==> src/rtl/wb_arbiter.sv <==
// Register-file write-port arbiter: pipeline writeback has priority, multi-cycle results
// wait in a 2-entry in-order FIFO, with starvation relief and a read-hazard check.
module wb_arbiter #(
  parameter int STARVE_LIM = 4
) (
  input  logic        clk,
  input  logic        reset,
  input  logic        wb_valid,
  input  logic [4:0]  wb_wa,
  input  logic [31:0] wb_wd,
  input  logic        md_valid,
  input  logic [4:0]  md_wa,
  input  logic [31:0] md_wd,
  output logic        md_ready,
  output logic        wb_stall,
  input  logic [4:0]  ra1,
  input  logic [4:0]  ra2,
  output logic        rd_stall,
  output logic        rf_we,
  output logic [4:0]  rf_wa,
  output logic [31:0] rf_wd
);

  localparam int SW = $clog2(STARVE_LIM + 1);

  logic [4:0]    wa_q [2];
  logic [31:0]   wd_q [2];
  logic [1:0]    count_q;
  logic [SW-1:0] starve_q;
  logic          wb_stall_q, md_ready_q, rf_we_q;
  logic [4:0]    rf_wa_q;
  logic [31:0]   rf_wd_q;

  logic [4:0]    wa_d [2];
  logic [31:0]   wd_d [2];
  logic [1:0]    count_d;
  logic [SW-1:0] starve_d;
  logic          rf_we_d;
  logic [4:0]    rf_wa_d;
  logic [31:0]   rf_wd_d;

  logic push, non_empty, prim_ok, pop, keep0, keep1;

  // Only entries present at the start of the cycle can pop or be squashed; a newly
  // accepted secondary write is appended behind the survivors.
  always_comb begin
    push      = md_valid && md_ready_q && (md_wa != 5'd0);
    non_empty = (count_q != 2'd0);
    prim_ok   = !wb_stall_q && wb_valid && (wb_wa != 5'd0);
    pop       = non_empty && !prim_ok;

    keep0 = (count_q > 2'd0) && !pop && !(prim_ok && (wa_q[0] == wb_wa));
    keep1 = (count_q > 2'd1) && !(prim_ok && (wa_q[1] == wb_wa));

    wa_d    = wa_q;
    wd_d    = wd_q;
    count_d = 2'd0;
    if (keep0) count_d = 2'd1;
    if (keep1) begin
      wa_d[count_d[0]] = wa_q[1];
      wd_d[count_d[0]] = wd_q[1];
      count_d          = count_d + 2'd1;
    end
    if (push) begin
      wa_d[count_d[0]] = md_wa;
      wd_d[count_d[0]] = md_wd;
      count_d          = count_d + 2'd1;
    end

    rf_we_d = 1'b0;
    rf_wa_d = 5'd0;
    rf_wd_d = 32'd0;
    if (pop) begin
      rf_we_d = 1'b1;
      rf_wa_d = wa_q[0];
      rf_wd_d = wd_q[0];
    end else if (prim_ok) begin
      rf_we_d = 1'b1;
      rf_wa_d = wb_wa;
      rf_wd_d = wb_wd;
    end

    starve_d = starve_q;
    if (pop || (count_d == 2'd0)) starve_d = '0;
    else if (prim_ok && non_empty) starve_d = starve_q + 1'b1;
  end

  always_ff @(posedge clk) begin
    if (reset) begin
      wa_q[0]    <= 5'd0;
      wa_q[1]    <= 5'd0;
      wd_q[0]    <= 32'd0;
      wd_q[1]    <= 32'd0;
      count_q    <= 2'd0;
      starve_q   <= '0;
      wb_stall_q <= 1'b0;
      md_ready_q <= 1'b0;
      rf_we_q    <= 1'b0;
      rf_wa_q    <= 5'd0;
      rf_wd_q    <= 32'd0;
    end else begin
      wa_q       <= wa_d;
      wd_q       <= wd_d;
      count_q    <= count_d;
      starve_q   <= starve_d;
      wb_stall_q <= (starve_d == SW'(STARVE_LIM));
      md_ready_q <= (count_d < 2'd2);
      rf_we_q    <= rf_we_d;
      rf_wa_q    <= rf_wa_d;
      rf_wd_q    <= rf_wd_d;
    end
  end

  // The write currently on rf_* is already out of the FIFO, so it never stalls a read.
  function automatic logic pendingHit(input logic [4:0] a);
    return (a != 5'd0) &&
           (((count_q > 2'd0) && (wa_q[0] == a)) || ((count_q > 2'd1) && (wa_q[1] == a)));
  endfunction

  assign rd_stall = pendingHit(ra1) || pendingHit(ra2);
  assign md_ready = md_ready_q;
  assign wb_stall = wb_stall_q;
  assign rf_we    = rf_we_q;
  assign rf_wa    = rf_wa_q;
  assign rf_wd    = rf_wd_q;

endmodule
==> config.mk <==
export PLATFORM = sky130hd
export DESIGN_NAME = wb_arbiter
export DESIGN_NICKNAME = d
export VERILOG_FILES = /design/src/rtl/wb_arbiter.sv
export SDC_FILE = /design/constraint.sdc
export NUM_CORES = 1
export LEC_CHECK = 0
export CORE_ASPECT_RATIO = 1.25
export CORE_MARGIN = 2
export CORE_UTILIZATION = 40
export DETAILED_ROUTE_END_ITERATION = 16
export HOLD_SLACK_MARGIN = 0.06
export PLACE_DENSITY = 0.7
export SLEW_MARGIN = 20
export SYNTH_ARGS = -nofsm -noshare
export SYNTH_HDL_FRONTEND = slang
export SYNTH_SLANG_ARGS = --single-unit
==> constraint.sdc <==
create_clock -name clk -period 2.9 [get_ports clk]
set_clock_uncertainty 0.1 [all_clocks]
set_input_delay 0.435 -clock clk [delete_from_list [all_inputs] [get_ports clk]]
set_output_delay 0.435 -clock clk [all_outputs]
set_load 0.01 [all_outputs]
==> metrics.md, run 1 <==
| Metric | Value |
|---|---|
| Outcome | finished clean |
| Area of the multi-input gates | 0.00259 sq mm |
| CP arrival | 2.96 ns |
| Wire length of the first global-routing pass | 25.6 mm |
| Die X | between 100 and 150 um |
| Critical path capture point type | register |
| Mux share of post-synthesis cell area | 0.00194 |
| Net Sw Power | around 1.0 mW |
| Synthesized-area fraction occupied by adder cells | 0.00968 |
| R2r endpoint | wd_q[20] |
| Gate count of the mapped netlist | 632 |
| Initial antenna violation count | 0 |
| RSZ-0062 raised after global routing | no |
| Synth top area share | 0.461 |
| Antenna-violating nets left | 0 |
| Worst skew pair latency | 0.41 ns |
| Initial core utilization | 0.408 |
| Syn avg cell area | between 8 and 9 sq um |
| Ports | ~130 |
| Crit. Startpoint | wb_wa[1] |
| Iter 0 DRT Violations | 401 |
| FF-to-FF setup slack | roughly 0.28 ns |
| Die height | roughly 130 um |
| Vias in the first global route | 5214 |
| CP Data Required Time | roughly 3.1 ns |
| Reg2Reg Launch Point | wa_q[1] |
| Post-synthesis cell type count | 40 |
| Compound-Gate Fraction of Synth Area | 0.197 |
| Seq/Total Area, Yosys | 0.461 |
| Dpl hpwl | 10.2 mm |
| Post-Synth Simple-Gate Area | 0.230 |
| CTS H-Tree Depth | 4 |
| Combinational fraction of design power | 0.114 |
| Gr usage total | 0.230 |
| Worst hold endpoint | wd_q[26] |
| Filler cells | around 1100 |
| Switching part of the total | 0.230 |
| Std cell rows | 46 |
| Drt total wl | 15.8 mm |
| Share of layout cells above drive strength 1 | 0.0988 |
| Remaining DRCs | 0 |
| Routed len/inst | approximately 17 um |
| Max-Cap Viols | 0 |
| Cell family with most CP delay | buffers and inverters |
| Synth Area in XOR/XNOR | 0.0508 |
| Final Hold Fails | 0 |
| Critical-path cell list | clkdlybuf4s50_1 -> buf_4 -> xnor2_1 -> nand2_1 -> o41a_2 -> inv_2 -> ha_1 -> ha_2 -> and3_1 -> buf_6 -> a21oi_1 -> nor2_1 |
| Drt pass-1 iters | 5 |
| Dominant cell type by area after synthesis | dfxtp_1 |
| Via/cell ratio | approximately 5.5 |
| Max VDD drop | 352 uV |
| CTS clock-pin slew for the worst setup and hold paths | 0.05 ns |
| Syn Std Cell Area | 0.00517 sq mm |
| Crit start category | input port |
| P_int | 3.36 mW |
| Largest net degree at the start of global routing | between 40 and 50 |
| Total core area | 0.0127 sq mm |
| Reg power frac | 0.398 |
| Slew @ Worst Pin | 0.465 ns |
| Num CTS Buffers | 17 |
| Final period utilization | 0.955 |
| Min-Delay Startpoint | reset |
| Critical path buffer and inverter count | 4 |
| Root Buffer | clkbuf_16 |
| Antenna diodes | 0 |
| Slowest CP cell | clkdlybuf4s50_1 |
| YS warnings | 0 |
| Post-DP Area | 0.00671 sq mm |
| Worst-path maximum fanout | 17 |
| Leading register cell type out of synthesis | dfxtp_1 |
| I/O Buffers | 128 |
| Syn_nets | 724 |
| Slew Limit Fails | 0 |
| Die area | 0.0139 sq mm |
| Leak | 2.72 nW |
| Area growth from synthesis to layout | 41.9% |
| Rel. slew slack | 0.690 |
| CP Class | in2reg |
| Post-CTS Setup Bufs | 0 |
| Placer Congestion | around 0.94 |
| CTS tree | done |
| Tmin final | 2.77 ns |
| Fin nets | 848 |
| Hold Path Stages | 2 |
| # setup viols final | 0 |
| Fraction of registers with async set or reset after synthesis | 0 |
| GRT Residual Overflow | 0 |
| Dominant cells by area after synthesis | dfxtp_1 (46%), nand3_1 (7.5%), a21oi_1 (7.3%) |
| EDFF count, synth | 0 |
| Clock power frac | 0.488 |
| Main combinational cell family by area after synthesis | simple AND/OR/NAND/NOR gates |
| Fmax | 361 MHz |
| Synth Register Bits | 119 |
| Clk sinks | 119 |
| Total power | 4.37 mW |
| CP peak stage delay | 0.53 ns |
| Design area | 0.00734 sq mm |
| Clock Path Buffers | 2 |
| Routed via count | 5177 |
| Register area | 0.00238 sq mm |
| Pwr dens | 595 mW/mm^2 |
| R2R depth | 10 |
| Hold Path Class | in2reg |
[through the flow]
| stage | utilization | TNS, ns | worst slack [ns] | std cells | hold slack, ns |
|---|---|---|---|---|---|
| 3_5_place_dp | 0.530 | -15.55 | -0.331 | 905 | 0.364 |
| 3_3_place_gp | 0.530 | -9.36 | -0.224 | 905 | 0.360 |
| 5_1_grt | 0.580 | 0 | 0.000567 | 937 | 0.329 |
| 2_1_floorplan | - | 0 | 0.0000322 | 632 | 0.344 |
| 6_report | 0.580 | 0 | 0.130 | 937 | 0.321 |
| 4_1_cts | 0.578 | 0 | 0.0800 | 937 | 0.314 |
[power by group through the flow]
stage,sequential [mW],clock (mW),combinational [mW]
after global placement,1.77,0,0.483
after detailed placement,1.77,0,0.491
after global routing,1.74,2.24,0.537
after CTS,1.74,2.16,0.495
after floorplan,1.78,0,0.208
final,1.74,2.13,0.498
[layer usage]
metal,routed length [um],track usage
met3,922,0.0575
met1,6520,0.274
met2,8000,0.395
met4,350,0.0899
met5,0,0
[synth_stat cells (all sizes together), types with 2 or more instances]
library cell    n
nor2b          36
inv             5
nand3          77
o21ai          39
nand2b          5
dfxtp         119
nand2          38
a211oi          2
nand4           2
xor2           13
buf            15
a31oi           2
a221oi          2
a21oi          76
nor3            3
ha              4
clkbuf         42
nand4b          2
a311oi         37
nor4            3
xnor2          17
a32oi           2
nor2           78
or4             2
and3            2
[sequential cells by signal, indices dropped and copies added, names as in the netlist]
register and cells:
wd_q 64, starve_q 3, wa_q 10, rf_wd 32, md_ready 1, count_q 2, rf_wa 5, wb_stall 1
rf_we 1
[layout make-up]
class,instances,area share
timing repair buffer,162,0.210
inverter,5,0.00256
tap,168,0.0286
clock buffer,23,0.0651
multi-input combinational,451,0.352
sequential,119,0.324
clock inverter,9,0.0167
[cell families (layout without fill, tap and decap cells)]
kind of cell | Yosys count | in the layout
xor gates and xnor gates | 30 | 30
adders and majority gates | 4 | 4
DFF | 119 | 119
buffers and inverters | 62 | 199
AOI/OAI and AO/OA | 166 | 166
muxes | 1 | 1
and+or+nand+nor | 250 | 250
[worst max-delay path by stage]
stage               endpoint  slack, ns  cells past startpoint
global route        wd_q[26]     0.0006                     12
global placement    wd_q[26]      -0.22                     12
floorplan            wa_q[0]    0.00003                     13
CTS                 wb_stall       0.08                     11
detailed placement  wb_stall      -0.33                     11
finish              wd_q[20]       0.13                     12
[cell usage in the layout (no fill, tap or decap), types with 3 or more instances in the layout]
cell | Yosys | layout
clkdlybuf4s50_1 | 0 | 126
dfxtp_1 | 119 | 119
nand3_1 | 77 | 77
nor2_1 | 78 | 77
a21oi_1 | 75 | 74
nand2_1 | 38 | 38
a311oi_1 | 37 | 37
nor2b_1 | 36 | 36
buf_4 | 5 | 33
o21ai_0 | 20 | 20
o21ai_1 | 19 | 19
xnor2_1 | 17 | 17
clkbuf_16 | 0 | 17
xor2_1 | 13 | 13
clkinv_2 | 0 | 5
inv_1 | 4 | 4
nand2b_1 | 5 | 4
nor3_1 | 3 | 3
ha_1 | 4 | 3
clkbuf_8 | 0 | 3
bufinv_16 | 0 | 3
clkbuf_1 | 42 | 3
[timing repair]
item | CTS | global route
hold buffers | 0 | 0
gates resized for setup | 0 | 8
setup endpoints to repair | 0 | 22
Note: power is estimated with default switching activity, not from simulation.
==> run 2: changes to the inputs <==
CORE_UTILIZATION = 30   (was 40)
PLACE_DENSITY = not set   (was 0.7)
==> run 2 against run 1 <==
Compared with the run above:
- routed wire length shrank 1.2%
- core utilization is 14 points lower
- worst setup slack improved by 0.019 ns
- fmax up 0.69%
- final cell count is 5.3% higher
- critical path type is now in2out
- largest power group unchanged
- highest routed layer unchanged
==> metrics.md, run 2 (same netlist as run 1, synthesis figures left out) <==
| Metric | Value |
|---|---|
| Rel. slew slack | 0.649 |
| Pwr dens | 561 mW/mm^2 |
| CTS tree | done |
| Die height | 151 um |
| Total power | 4.14 mW |
| Root Buffer | clkbuf_16 |
| Std cell rows | 53 |
| Filler cells | 1710 |
| Final period utilization | 0.949 |
| Fin nets | 849 |
| Initial antenna violation count | 0 |
| Antenna-violating nets left | 0 |
| Reg power frac | 0.420 |
| CP arrival | 2.22 ns |
| Commonest cells after routing, fill and taps aside | clkdlybuf4s50_1 (126), dfxtp_1 (119), nor2_1 (78) |
| Antenna diodes | 0 |
| Combinational fraction of design power | 0.122 |
| Drt total wl | ~16 mm |
| Wire length of the first global-routing pass | between 20 and 25 mm |
| Crit start category | input port |
| CTS H-Tree Depth | 4 |
| RSZ-0062 raised after global routing | no |
| Clock power frac | 0.459 |
| Hold Path Class | reg2reg |
| CP Class | in2out |
| Total core area | 0.0168 sq mm |
| Placed Instances | 958 |
| Gr usage total | 0.173 |
| Outcome | finished clean |
| Fmax | 363 MHz |
| Hold WS | 0.364 ns |
| Slew Limit Fails | 0 |
| Via/cell ratio | 5.00 |
| FF-to-FF setup slack | between 0.3 and 0.4 ns |
| GRT Residual Overflow | 0 |
| Routed via count | 4934 |
| Tmin final | 2.75 ns |
| Final Hold Fails | 0 |
| Dpl hpwl | 10.0 mm |
| Most common cell after layout, fill and taps aside | clkdlybuf4s50_1 |
| Leak | 2.70 nW |
| Ports | 129 |
| I/O Buffers | 128 |
| CTS resizes | 0 |
| Worst-path maximum fanout | 3 |
| Clock Path Buffers | 2 |
| Max-Cap Viols | 0 |
| CP Data Required Time | 2.37 ns |
| Iter 0 DRT Violations | 294 |
| Critical path capture point type | output port |
| Largest net degree at the start of global routing | 47 |
| Net Sw Power | 0.978 mW |
| Num CTS Buffers | 17 |
| P_int | between 3 and 4 mW |
| Initial core utilization | 0.307 |
| Setup TNS | 0 ns |
| Die X | 121 um |
| Placer Congestion | 0.831 |
| Remaining DRCs | 0 |
| Max reg flops | between 60 and 70 |
| Switching part of the total | 0.236 |
| Die area | 0.0183 sq mm |
| # setup viols final | 0 |
| Routed len/inst | 15.8 um |
| Final cell count without fillers | 987 |
| Drt pass-1 iters | 4 |
| Post-CTS Setup Bufs | 0 |
| Vias in the first global route | 4969 |
| Area growth from synthesis to layout | 42.5% |
| Share of layout cells above drive strength 1 | 0.0926 |
| Worst skew pair latency | 0.42 ns |
| Clk sinks | 119 |
| # hold bufs at CTS | 0 |
| CTS clock-pin slew for the worst setup and hold paths | 0.05 ns |
| Slew @ Worst Pin | 0.527 ns |
| Max VDD drop | 378 uV |
| Most flop-heavy register | wd_q |
==> run 2: cell count changes in the layout (fill, tap and decap cells not counted), moves of 2 or more <==
cell,delta
bufinv_16,-2
buf_6,-2
clkbuf_1,+2
buf_12,+4
==> run 2: power by group through the flow <==
stage / clock [mW] / combinational (mW) / sequential (mW)
floorplan: 0 / 0.208 / 1.78
global placement: 0 / 0.503 / 1.77
detailed placement: 0 / 0.503 / 1.77
CTS: 1.94 / 0.507 / 1.74
global route: 2.01 / 0.550 / 1.74
finish: 1.90 / 0.504 / 1.74
==> run 2: routing by layer <==
metal | wire [um] | GRT usage
met4 | 269 | 0.0730
met2 | 7330 | 0.279
met3 | 836 | 0.0478
met1 | 7170 | 0.216
met5 | 0 | 0
==> run 2: final cells by class <==
cell class	count	area [sq um]	share of cell area
clock buffer	24	472	0.0640
clock inverter	5	50.0	0.00679
inverter	5	18.8	0.00255
multi-input combinational	451	2580	0.350
sequential	119	2380	0.323
tap	220	275	0.0373
timing repair buffer	163	1590	0.216
==> run 2: path summary, 6_finish.rpt <==
check | startpoint | endpoint | cells past startpoint
worst max-delay path | ra1[3] | rd_stall | 6
worst min-delay path | wd_q[63] | rf_wd[31] | 2
worst max register to register | wa_q[3] | wa_q[9] | 8
worst min register to register | wd_q[63] | rf_wd[31] | 2
==> run 2: per-stage QoR <==
step | worst slack [ns] | area [sq um] | utilization
final | 0.149 | 7370 | 0.438
after global routing | 0.0450 | 7370 | 0.438
after CTS | 0.0891 | 7360 | 0.437
after detailed placement | -0.266 | 6840 | 0.406
after global placement | -0.235 | 6840 | 0.406
after floorplan | 0.0000322 | 5180 | -
==> run 2: worst max-delay path, stage by stage <==
cell	delay, ns
clkdlybuf4s50_1	0.47
xor2_1	0.18
nor4_2	0.30
a31oi_1	0.13
o22ai_1	0.15
clkdlybuf4s50_1	0.55
